--- src/rtl/switch_debounce.sv ---
// switch_debounce: two-flop synchronizer plus a per-channel stability counter for N switch pins.
// Optional SWITCH_DEBOUNCE_EDGE_EN builds registered rise/fall/changed strobes; otherwise they are tied to 0.
module switch_debounce #(
    parameter int N               = 4,
    parameter int DEBOUNCE_CYCLES = 240000,
    parameter int CW              = $clog2(DEBOUNCE_CYCLES)
) (
    input  logic         clk,
    input  logic         reset,
    input  logic [N-1:0] sw_raw,
    output logic [N-1:0] sw_db,
    output logic [N-1:0] sw_rise,
    output logic [N-1:0] sw_fall,
    output logic         changed
);

    localparam logic [CW-1:0] CNT_MAX = CW'(DEBOUNCE_CYCLES - 1);

    logic [N-1:0]  sync1_q;
    logic [N-1:0]  sync2_q;
    logic [N-1:0]  db_q;
    logic [N-1:0]  db_d;
    logic [CW-1:0] cnt_q [N];
    logic [CW-1:0] cnt_d [N];

    // Pure flop-to-flop path so sync1 has a full cycle to resolve metastability.
    always_ff @(posedge clk or negedge reset) begin
        if (!reset) begin
            sync1_q <= '0;
            sync2_q <= '0;
        end else begin
            // NOTE: sequential state uses non-blocking assignments so every flop samples pre-edge values.
            sync1_q <= sw_raw;
            sync2_q <= sync1_q;
        end
    end

    // Each channel is an implicit STABLE/PENDING machine: cnt == 0 with agreement is STABLE,
    // any mismatch counts up, and agreement or acceptance drops it back to zero.
    always_comb begin
        // NOTE: defaults first so no path through the loop leaves a variable unassigned (no latches).
        db_d = db_q;
        for (int i = 0; i < N; i++) begin
            cnt_d[i] = '0;
            if (sync2_q[i] != db_q[i]) begin
                if (cnt_q[i] == CNT_MAX) begin
                    db_d[i] = sync2_q[i];
                end else begin
                    cnt_d[i] = cnt_q[i] + CW'(1);
                end
            end
        end
    end

    always_ff @(posedge clk or negedge reset) begin
        if (!reset) begin
            db_q <= '0;
            // NOTE: the counter array is a handful of flops, not a RAM, so it is safe to reset.
            for (int i = 0; i < N; i++) begin
                cnt_q[i] <= '0;
            end
        end else begin
            db_q <= db_d;
            for (int i = 0; i < N; i++) begin
                cnt_q[i] <= cnt_d[i];
            end
        end
    end

    assign sw_db = db_q;

`ifdef SWITCH_DEBOUNCE_EDGE_EN
    logic [N-1:0] db_last_q;
    logic [N-1:0] rise_q;
    logic [N-1:0] fall_q;
    logic         changed_q;

    // Strobes compare db against its previous value, so they land one edge after sw_db moves.
    always_ff @(posedge clk or negedge reset) begin
        if (!reset) begin
            db_last_q <= '0;
            rise_q    <= '0;
            fall_q    <= '0;
            changed_q <= 1'b0;
        end else begin
            db_last_q <= db_q;
            rise_q    <= db_q & ~db_last_q;
            fall_q    <= ~db_q & db_last_q;
            changed_q <= |(db_q ^ db_last_q);
        end
    end

    assign sw_rise = rise_q;
    assign sw_fall = fall_q;
    assign changed = changed_q;
`else
    assign sw_rise = '0;
    assign sw_fall = '0;
    assign changed = 1'b0;
`endif

endmodule
--- config.mk ---
export PLATFORM = sky130hd
export DESIGN_NAME = switch_debounce
export DESIGN_NICKNAME = d
export VERILOG_FILES = /design/src/rtl/switch_debounce.sv
export SDC_FILE = /design/constraint.sdc
export NUM_CORES = 1
export LEC_CHECK = 0
export ABC_AREA = 0
export CORE_MARGIN = 5
export CORE_UTILIZATION = 55
export DETAILED_ROUTE_END_ITERATION = 10
export DONT_BUFFER_PORTS = 1
export GPL_ROUTABILITY_DRIVEN = 0
export PLACE_DENSITY_LB_ADDON = 0.15
export REMOVE_ABC_BUFFERS = 1
export SLEW_MARGIN = 20
export SYNTH_ARGS = -nofsm -noshare
export SYNTH_HDL_FRONTEND = slang
export SYNTH_SLANG_ARGS = --single-unit
--- constraint.sdc ---
create_clock -name clk -period 2.5 [get_ports clk]
set_clock_uncertainty 0.1 [all_clocks]
set_input_delay 0.5 -clock clk [delete_from_list [all_inputs] [get_ports clk]]
set_output_delay 0.5 -clock clk [all_outputs]
set_load 0.02 [all_outputs]
==> results of run 1 <==
worst max path at each step:
stage / from / endpoint
2_1_floorplan: cnt_q[0] / cnt_q[10]
3_3_place_gp: cnt_q[0] / cnt_q[14]
3_5_place_dp: cnt_q[68] / cnt_q[63]
4_1_cts: cnt_q[68] / cnt_q[63]
5_1_grt: cnt_q[0] / cnt_q[14]
6_report: cnt_q[68] / cnt_q[63]
cell usage in the layout, fill, tap and decap left out, drive strengths merged, types with 3 or more instances in the layout:
cell	instances
dfrtp	84
nor2	67
xnor2	39
nand3	27
nand2	20
xor2	19
nand4	19
nor4	17
nor3	12
inv	12
a21oi	10
conb	9
clkbuf	9
or4	8
o31ai	7
buf	5
and3	5
and4	4
mux2	4
ha	4
clkinv	4
o21ai	3
or3	3
or4b	3
layer usage:
metal / track usage / wire [um] / vias to the layer above
li1: - / - / 1396
met1: 0.2250 / 3367 / 1365
met2: 0.2658 / 3309 / 35
met3: 0.05395 / 244 / 6
met4: 0.06517 / 80 / 0
met5: 0 / 0 / -
cell usage after synthesis, types with 2 or more instances:
| cell type | instances | share of area |
|---|---|---|
| sky130_fd_sc_hd__a21oi_1 | 10 | 0.012 |
| sky130_fd_sc_hd__buf_2 | 2 | 0.0025 |
| sky130_fd_sc_hd__nand4_1 | 17 | 0.026 |
| sky130_fd_sc_hd__xnor2_1 | 39 | 0.084 |
| sky130_fd_sc_hd__and2_1 | 2 | 0.0031 |
| sky130_fd_sc_hd__nor2_1 | 67 | 0.062 |
| sky130_fd_sc_hd__xor2_1 | 19 | 0.041 |
| sky130_fd_sc_hd__nand3_1 | 27 | 0.033 |
| sky130_fd_sc_hd__mux2_2 | 4 | 0.011 |
| sky130_fd_sc_hd__o31ai_1 | 6 | 0.011 |
| sky130_fd_sc_hd__buf_4 | 11 | 0.020 |
| sky130_fd_sc_hd__and3_1 | 4 | 0.0062 |
| sky130_fd_sc_hd__and4_1 | 4 | 0.0086 |
| sky130_fd_sc_hd__dfrtp_1 | 84 | 0.52 |
| sky130_fd_sc_hd__nor4_1 | 17 | 0.026 |
| sky130_fd_sc_hd__nor3_1 | 12 | 0.015 |
| sky130_fd_sc_hd__ha_1 | 4 | 0.012 |
| sky130_fd_sc_hd__nand2_1 | 20 | 0.018 |
| sky130_fd_sc_hd__clkbuf_1 | 5 | 0.0046 |
| sky130_fd_sc_hd__inv_1 | 10 | 0.0092 |
| sky130_fd_sc_hd__or3_1 | 3 | 0.0046 |
| sky130_fd_sc_hd__or4b_2 | 2 | 0.0049 |
| sky130_fd_sc_hd__or2_2 | 2 | 0.0031 |
| sky130_fd_sc_hd__or4_1 | 6 | 0.011 |
| sky130_fd_sc_hd__nor4b_1 | 2 | 0.0043 |
| sky130_fd_sc_hd__o21ai_0 | 3 | 0.0037 |
through the flow:
| step | hold WS [ns] | std cells | util |
|---|---|---|---|
| finish | -0.2713 | 510 | 0.5980 |
| global route | -0.3058 | 510 | 0.5980 |
| floorplan | 0.1044 | 390 | - |
| CTS | -0.2932 | 510 | 0.5980 |
| detailed placement | 0.1068 | 494 | 0.5737 |
| global placement | 0.1070 | 494 | 0.5737 |
cell type report:
cell class / instances / area [um^2] / share of cell area
Multi-Input combinational cell: 296 / 1838 / 0.4260
Clock buffer: 9 / 123.9 / 0.02871
Sequential cell: 84 / 2102 / 0.4872
Inverter: 10 / 37.54 / 0.008701
Tap cell: 99 / 123.9 / 0.02871
Timing Repair Buffer: 5 / 37.54 / 0.008701
Clock inverter: 7 / 51.30 / 0.01189
state kept, by name, summed over array words and instances, names as in the netlist:
register,cells
sync2_q,4
sync1_q,4
sw_db,4
cnt_q,72
report_power, final:
group | internal (mW) | switching (mW) | total (mW)
registers | 1.38 | 0.0224 | 1.40
logic | 0.0234 | 0.0472 | 0.0706
clock network | 0.367 | 0.500 | 0.868
cell families (layout without fill, tap and decap cells):
| kind of cell | Yosys count | in the layout |
|---|---|---|
| buffers and inverters | 29 | 31 |
| adders and majority gates | 4 | 4 |
| xor gates and xnor gates | 58 | 58 |
| other | 1 | 9 |
| and+or+nand+nor | 197 | 197 |
| AOI/OAI and AO/OA | 24 | 24 |
| muxes | 4 | 4 |
| DFF | 84 | 84 |
==> impl_metrics.toml, run 1 <==
[status]
status = "complete, but fails checks"
failing_checks = "hold timing"

[final_layout]
post_route_cells_drive_above_1_share = 0.08759
syn_to_final_growth_pct = 6.158
fin_nets = 416
nFillCells = 644
insertedDiodeCount = 0
finalInstanceArea_um2 = 4314

[grt]
grt_antenna_before_repair = 0
grt_usage = 0.1713
grt_pass1_wl_mm = 12.21
grt_start_max_net_pins = 85
grt_pass1_vias = 2696
overflow = 0

[clock_network]
htree_levels = 3
tritoncts_num_sinks = 84
cts.clk_slew.worst_paths_ns = 0.09
cts-root-to-sink-buffers = 2
tritoncts_clock_tree = "done"
clock_latency_ns = 0.35
postCtsSetupRepairBufs = 0
numCtsBuffers = 9
clockRootBuffer = "sky130_fd_sc_hd__clkbuf_8"
ctsResizeCount = 0

[critical_path]
crit_slowest_cell = "sky130_fd_sc_hd__or4b_2"
critical_path.reg2reg.endpoint = "cnt_q[63]"
timing.critical_path.arrival_ns = 2.28
path_max_fanout = 11
cp.required_ns = 2.65
timing.critical_path.buf_inv = 1
worstSetupEndpointType = "register"
critical_path.max_stage_delay_ns = 0.66
worst_path_dominant_cell_family = "simple AND/OR/NAND/NOR gates"
r2r_slack_ns = 0.36
worstPathCellList = "or4b_2, nor4_1, a21o_1, buf_4, nor2_1"
ff2ff_path_depth = 5
regToRegStartpoint = "cnt_q[68]"
cp.depth = 5
setup.worst_path.start_class = "register"
timing.setup.critical_path_class = "register to register"

[sta]
layout_worst_path_cycle_share = 0.8552
slew_viol_final = 0
postLayoutSetupSlackWorst_ns = 0.3619
report.final.hold_viol_count = 84
clock.fmax_mhz = 467.7
finalHoldWorstSlack_ns = -0.2713
timing.final.setup_violations = 0
rsz_0062_raised_after_global_routing = "no"
totalNegativeSetupSlack_ns = 0
fin_crit_ns = 2.138

[floorplan]
die_h_um = 95.96
initial_core_util = 0.5633
die_area_um2 = 9208
top_level_pins = 19
fp-row-count = 31
chipWidth_um = 95.96
design.core.area_um2 = 7214

[detailed_routing]
route.detailed.drc = 0
routed_via_count_divided_by_cell_count = 5.494
route.detailed.wl_per_inst_um = 13.73
route.vias.total = 2802
drt-pass1-iter-count = 4
routed_wl_mm = 7.001
postRouteAntennaNets = 0
drt_iter0_markers = 117

[yosys]
post_synth_and_or_nand_nor_area_fraction = 0.2574
post_synth_instance_area_um2 = 4064
synth-edff-count = 0
yosys_warnings = 0
combinational_family_with_the_most_area_after_synthesis = "simple AND/OR/NAND/NOR gates"
postSynth.asyncResetShare = 1.000
synth_ff_type = "sky130_fd_sc_hd__dfrtp_1"
syn_inst = 401
syn-mean-instance-area_um2 = 10.13
synthXorXnorAreaFrac = 0.1250
synth_fa_ha_area_frac = 0.01232
netlist-cell-type-count = 45
synth_compound_gate_area_share = 0.03818
synth.ff_latch_count = 84
muxShareOfSynthArea = 0.01108
synth-seq-area-share = 0.5172

[power_and_ir_drop]
ir_drop_uv = 544.7
power.density_cell_area_nw_per_um2 = 542.4
leakagePower_nw = 1.734
finalPower_mw = 2.340

[placed_design]
io_buffer_count = 0
place_ws_ns = 0.3888
dpl-instance-area_um2 = 4139
dpl.hpwl_mm = 4.725

[worst_hold_path]
holdCritPathClass = "input pin to async pin"

[flow_run]
drv_cap = 0
Power figures use the tool's default switching activity.
==> run 2, diff against run 1 <==
- ABC_AREA: 0 -> default
- MAX_ROUTING_LAYER: default -> met4
==> run 2 against run 1 <==
Compared with the run above: the flow still finishes with violations (hold timing); fmax is essentially flat; via count down 0.29%; total power hardly changed; first-iteration DRC count up 3.4%; cell count is the same; clock-buffer cell count did not move; wire length hardly changed; sequential share of layout area did not move; register-to-register slack about the same; core utilization did not move; largest power group unchanged.
==> impl_metrics.toml, run 2 (synthesized netlist as in run 1, its figures left out) <==
[status]
status = "complete, but fails checks"
failing_checks = "hold timing"

[grt]
grt_antenna_before_repair = 0
overflow = 0
grt_pass1_wl_mm = 12.21
grt_usage = 0.1762
grt_pass1_vias = 2697
grt_start_max_net_pins = 85

[power_and_ir_drop]
power.density_cell_area_nw_per_um2 = 542.4
ir_drop_uv = 544.7
leakagePower_nw = 1.734

[placed_design]
dpl.hpwl_mm = 4.725
dpl-instance-area_um2 = 4139
io_buffer_count = 0
place_ws_ns = 0.3888

[sta]
totalNegativeSetupSlack_ns = 0
fin_crit_ns = 2.139
report.final.hold_viol_count = 84
finalHoldWorstSlack_ns = -0.2716
rsz_0062_raised_after_global_routing = "no"
postLayoutSetupSlackWorst_ns = 0.3610
timing.final.setup_violations = 0
layout_worst_path_cycle_share = 0.8556
clock.fmax_mhz = 467.5
slew_viol_final = 0

[final_layout]
fin_nets = 416
post_route_cells_drive_above_1_share = 0.08759
mostFrequentLayoutCells = "sky130_fd_sc_hd__dfrtp_1 (84), sky130_fd_sc_hd__nor2_1 (67), sky130_fd_sc_hd__xnor2_1 (39)"
largest_reg_flops = 72
syn_to_final_growth_pct = 6.158
layout_commonest_cell = "sky130_fd_sc_hd__dfrtp_1"
finalInstanceArea_um2 = 4314
register_ranked_first_by_flip_flop_count = "cnt_q"
insertedDiodeCount = 0

[detailed_routing]
drt_iter0_markers = 121
route.detailed.wl_per_inst_um = 13.72
postRouteAntennaNets = 0
drt-pass1-iter-count = 5
routed_via_count_divided_by_cell_count = 5.478
routed_wl_mm = 6.995
route.detailed.drc = 0
route.vias.total = 2794

[floorplan]
die_h_um = 95.96
top_level_pins = 19
die_area_um2 = 9208
fp-row-count = 31
design.core.area_um2 = 7214
initial_core_util = 0.5633
chipWidth_um = 95.96

[clock_network]
clockRootBuffer = "sky130_fd_sc_hd__clkbuf_8"
tritoncts_num_sinks = 84
cts-root-to-sink-buffers = 2
clock_latency_ns = 0.35
tritoncts_clock_tree = "done"
ctsResizeCount = 0
htree_levels = 3
numCtsBuffers = 9
cts.clk_slew.worst_paths_ns = 0.09
postCtsSetupRepairBufs = 0

[critical_path]
timing.critical_path.arrival_ns = 2.29
timing.setup.critical_path_class = "register to register"
worstSetupEndpointType = "register"
path_max_fanout = 11
cp.required_ns = 2.65
setup.worst_path.start_class = "register"

[flow_run]
drv_cap = 0

[worst_hold_path]
holdCritPathClass = "input pin to async pin"
==> run 2: cell counts in the layout (fill, tap and decap cells not counted) <==
No cell type changed its count.
==> run 2: through the flow <==
step | hold WS (ns) | instances | total power, mW | util
final | -0.2716 | 510 | 2.340 | 0.5980
after detailed placement | 0.1068 | 494 | 1.501 | 0.5737
after floorplan | 0.1044 | 390 | 1.479 | -
after CTS | -0.2932 | 510 | 2.382 | 0.5980
after global placement | 0.1070 | 494 | 1.499 | 0.5737
after global routing | -0.3067 | 510 | 2.459 | 0.5980
==> run 2: layout make-up <==
class | count | area [um^2]
fillers | 644 | 2900
flip-flops and latches | 84 | 2102
multi-input cells | 296 | 1838
clock buffers | 9 | 123.9
well taps | 99 | 123.9
clock inverters | 7 | 51.30
repair buffers | 5 | 37.54
inverters | 10 | 37.54
==> run 2: worst max-delay path, stage by stage (launching register included) <==
cell and delay, ns:
sky130_fd_sc_hd__dfrtp_1 0.41, sky130_fd_sc_hd__or4b_2 0.66, sky130_fd_sc_hd__nor4_1 0.27, sky130_fd_sc_hd__a21o_1 0.30, sky130_fd_sc_hd__buf_4 0.22, sky130_fd_sc_hd__nor2_1 0.06
==> run 2: routing by layer <==
metal / global-route usage / up-vias / wire length, um
met4: 0.06161 / 0 / 81
met2: 0.2658 / 33 / 3302
met1: 0.2255 / 1361 / 3364
li1: - / 1394 / -
met5: - / - / 0
met3: 0.05551 / 6 / 246
==> run 2: final timing paths <==
check	from	end	slack, ns	cells after the start
max	cnt_q[68]	cnt_q[63]	0.36	5
min	reset	cnt_q[9]	-0.27	0
max reg2reg	cnt_q[68]	cnt_q[63]	0.36	5
min reg2reg	sync1_q[1]	sync2_q[1]	0.26	0
max in group asynchronous	reset	cnt_q[35]	2.43	0
min in group clk	sw_raw[0]	sync1_q[0]	0.07	0
==> run 2: power by group <==
part           internal (mW)  leakage, nW  switching (mW)
sequential              1.38         1.15          0.0224
combinational         0.0234        0.498          0.0471
clock                  0.367       0.0913           0.500
total                   1.77         1.73           0.570
==> run 3, diff against run 2 <==
- CORE_UTILIZATION: 55 -> 40
==> run 3 against run 2 <==
Compared with the run above: the flow still finishes with violations (hold timing); setup slack gained 0.082 ns; combinational power grew 3%; highest routed layer unchanged; first-iteration DRC count shrank 12%; cell count grew 6.9%; non-clock buffer count grew 1; critical path type unchanged; sequential share of layout area shrank 1.4 points; clock-buffer cell count grew 3.
==> impl_metrics.toml, run 3 (synthesized netlist as in run 1, its figures left out) <==
[grt]
grt_pass1_vias = 2734
grt_usage = 0.1322
grt_start_max_net_pins = 85
overflow = 0
grt_pass1_wl_mm = 13.07
grt_antenna_before_repair = 0

[sta]
postLayoutSetupSlackWorst_ns = 0.4427
finalHoldWorstSlack_ns = -0.2662
slew_viol_final = 0
totalNegativeSetupSlack_ns = 0
timing.final.setup_violations = 0
report.final.hold_viol_count = 84
clock.fmax_mhz = 486.1
layout_worst_path_cycle_share = 0.8229
fin_crit_ns = 2.057
rsz_0062_raised_after_global_routing = "no"

[critical_path]
timing.critical_path.arrival_ns = 2.24
worstSetupEndpointType = "register"
cp.required_ns = 2.68
setup.worst_path.start_class = "register"
r2r_slack_ns = 0.44
path_max_fanout = 6
timing.setup.critical_path_class = "register to register"

[detailed_routing]
drt-pass1-iter-count = 4
route.detailed.drc = 0
route.detailed.wl_per_inst_um = 13.61
routed_wl_mm = 7.417
routed_via_count_divided_by_cell_count = 5.141
drt_iter0_markers = 107
route.vias.total = 2802
postRouteAntennaNets = 0

[final_layout]
layout_commonest_cell = "sky130_fd_sc_hd__dfrtp_1"
insertedDiodeCount = 0
post_route_cells_drive_above_1_share = 0.08738
fin_nets = 417
mostFrequentLayoutCells = "sky130_fd_sc_hd__dfrtp_1 (84), sky130_fd_sc_hd__nor2_1 (67), sky130_fd_sc_hd__xnor2_1 (39)"
largest_reg_flops = 72
syn_to_final_growth_pct = 9.237
register_ranked_first_by_flip_flop_count = "cnt_q"

[clock_network]
cts-root-to-sink-buffers = 2
ctsResizeCount = 0
htree_levels = 3
postCtsSetupRepairBufs = 0
clock_latency_ns = 0.35
tritoncts_num_sinks = 84
clockRootBuffer = "sky130_fd_sc_hd__clkbuf_8"
cts.clk_slew.worst_paths_ns = 0.09
tritoncts_clock_tree = "done"
numCtsBuffers = 9

[power_and_ir_drop]
ir_drop_uv = 347.0
power.density_cell_area_nw_per_um2 = 600.0
finalPower_mw = 2.663
leakagePower_nw = 1.774

[floorplan]
chipWidth_um = 110.8
fp-row-count = 36
initial_core_util = 0.4139
die_area_um2 = 12280
design.core.area_um2 = 9819
die_h_um = 110.8
top_level_pins = 19

[status]
failing_checks = "hold timing"
status = "complete, but fails checks"

[flow_run]
drv_cap = 0

[placed_design]
dpl.hpwl_mm = 4.986
place_ws_ns = 0.4468
io_buffer_count = 0

[worst_hold_path]
holdCritPathClass = "input pin to async pin"
[run 3: final timing paths]
kind,startpoint,to,cells after the start
setup reg to reg,cnt_q[0],cnt_q[14],5
hold / removal,reset,cnt_q[10],0
setup / recovery,cnt_q[0],cnt_q[14],5
min in group clk,sw_raw[2],sync1_q[2],0
hold reg to reg,sync1_q[2],sync2_q[2],0
max in group asynchronous,reset,cnt_q[42],0
[run 3: worst max-delay path, stage by stage, from the launching register on]
cell	delay, ns
sky130_fd_sc_hd__dfrtp_1	0.42
sky130_fd_sc_hd__ha_1	0.25
sky130_fd_sc_hd__and4_1	0.26
sky130_fd_sc_hd__nand3_1	0.15
sky130_fd_sc_hd__or4_2	0.66
sky130_fd_sc_hd__a21oi_1	0.15
[run 3: where the power goes]
part	internal [mW]	total [mW]	switching (mW)
Combinational	0.0245	0.0723	0.0479
Clock	0.718	1.19	0.471
Sequential	1.38	1.40	0.0226
[run 3: final cells by class]
| cell class | count | area (um^2) |
|---|---|---|
| Multi-Input combinational cell | 296 | 1838 |
| Clock buffer | 12 | 155.1 |
| Fill cell | 996 | 5380 |
| Clock inverter | 4 | 95.09 |
| Tap cell | 133 | 166.4 |
| Inverter | 10 | 37.54 |
| Timing Repair Buffer | 6 | 45.04 |
| Sequential cell | 84 | 2102 |
[run 3: routing by layer]
| layer | track usage | part of all wire | up-vias |
|---|---|---|---|
| li1 | - | - | 1399 |
| met1 | 0.1717 | 0.49 | 1355 |
| met2 | 0.2027 | 0.47 | 43 |
| met3 | 0.03657 | 0.035 | 5 |
| met4 | 0.04023 | 0.0070 | 0 |
| met5 | - | 0 | - |
[run 3: through the flow]
step | cell area (um^2) | cells | utilization
finish | 4439 | 545 | 0.4521
global route | 4439 | 545 | 0.4521
CTS | 4439 | 545 | 0.4521
global placement | 4189 | 529 | 0.4266
floorplan | 3978 | 390 | -
detailed placement | 4189 | 529 | 0.4266
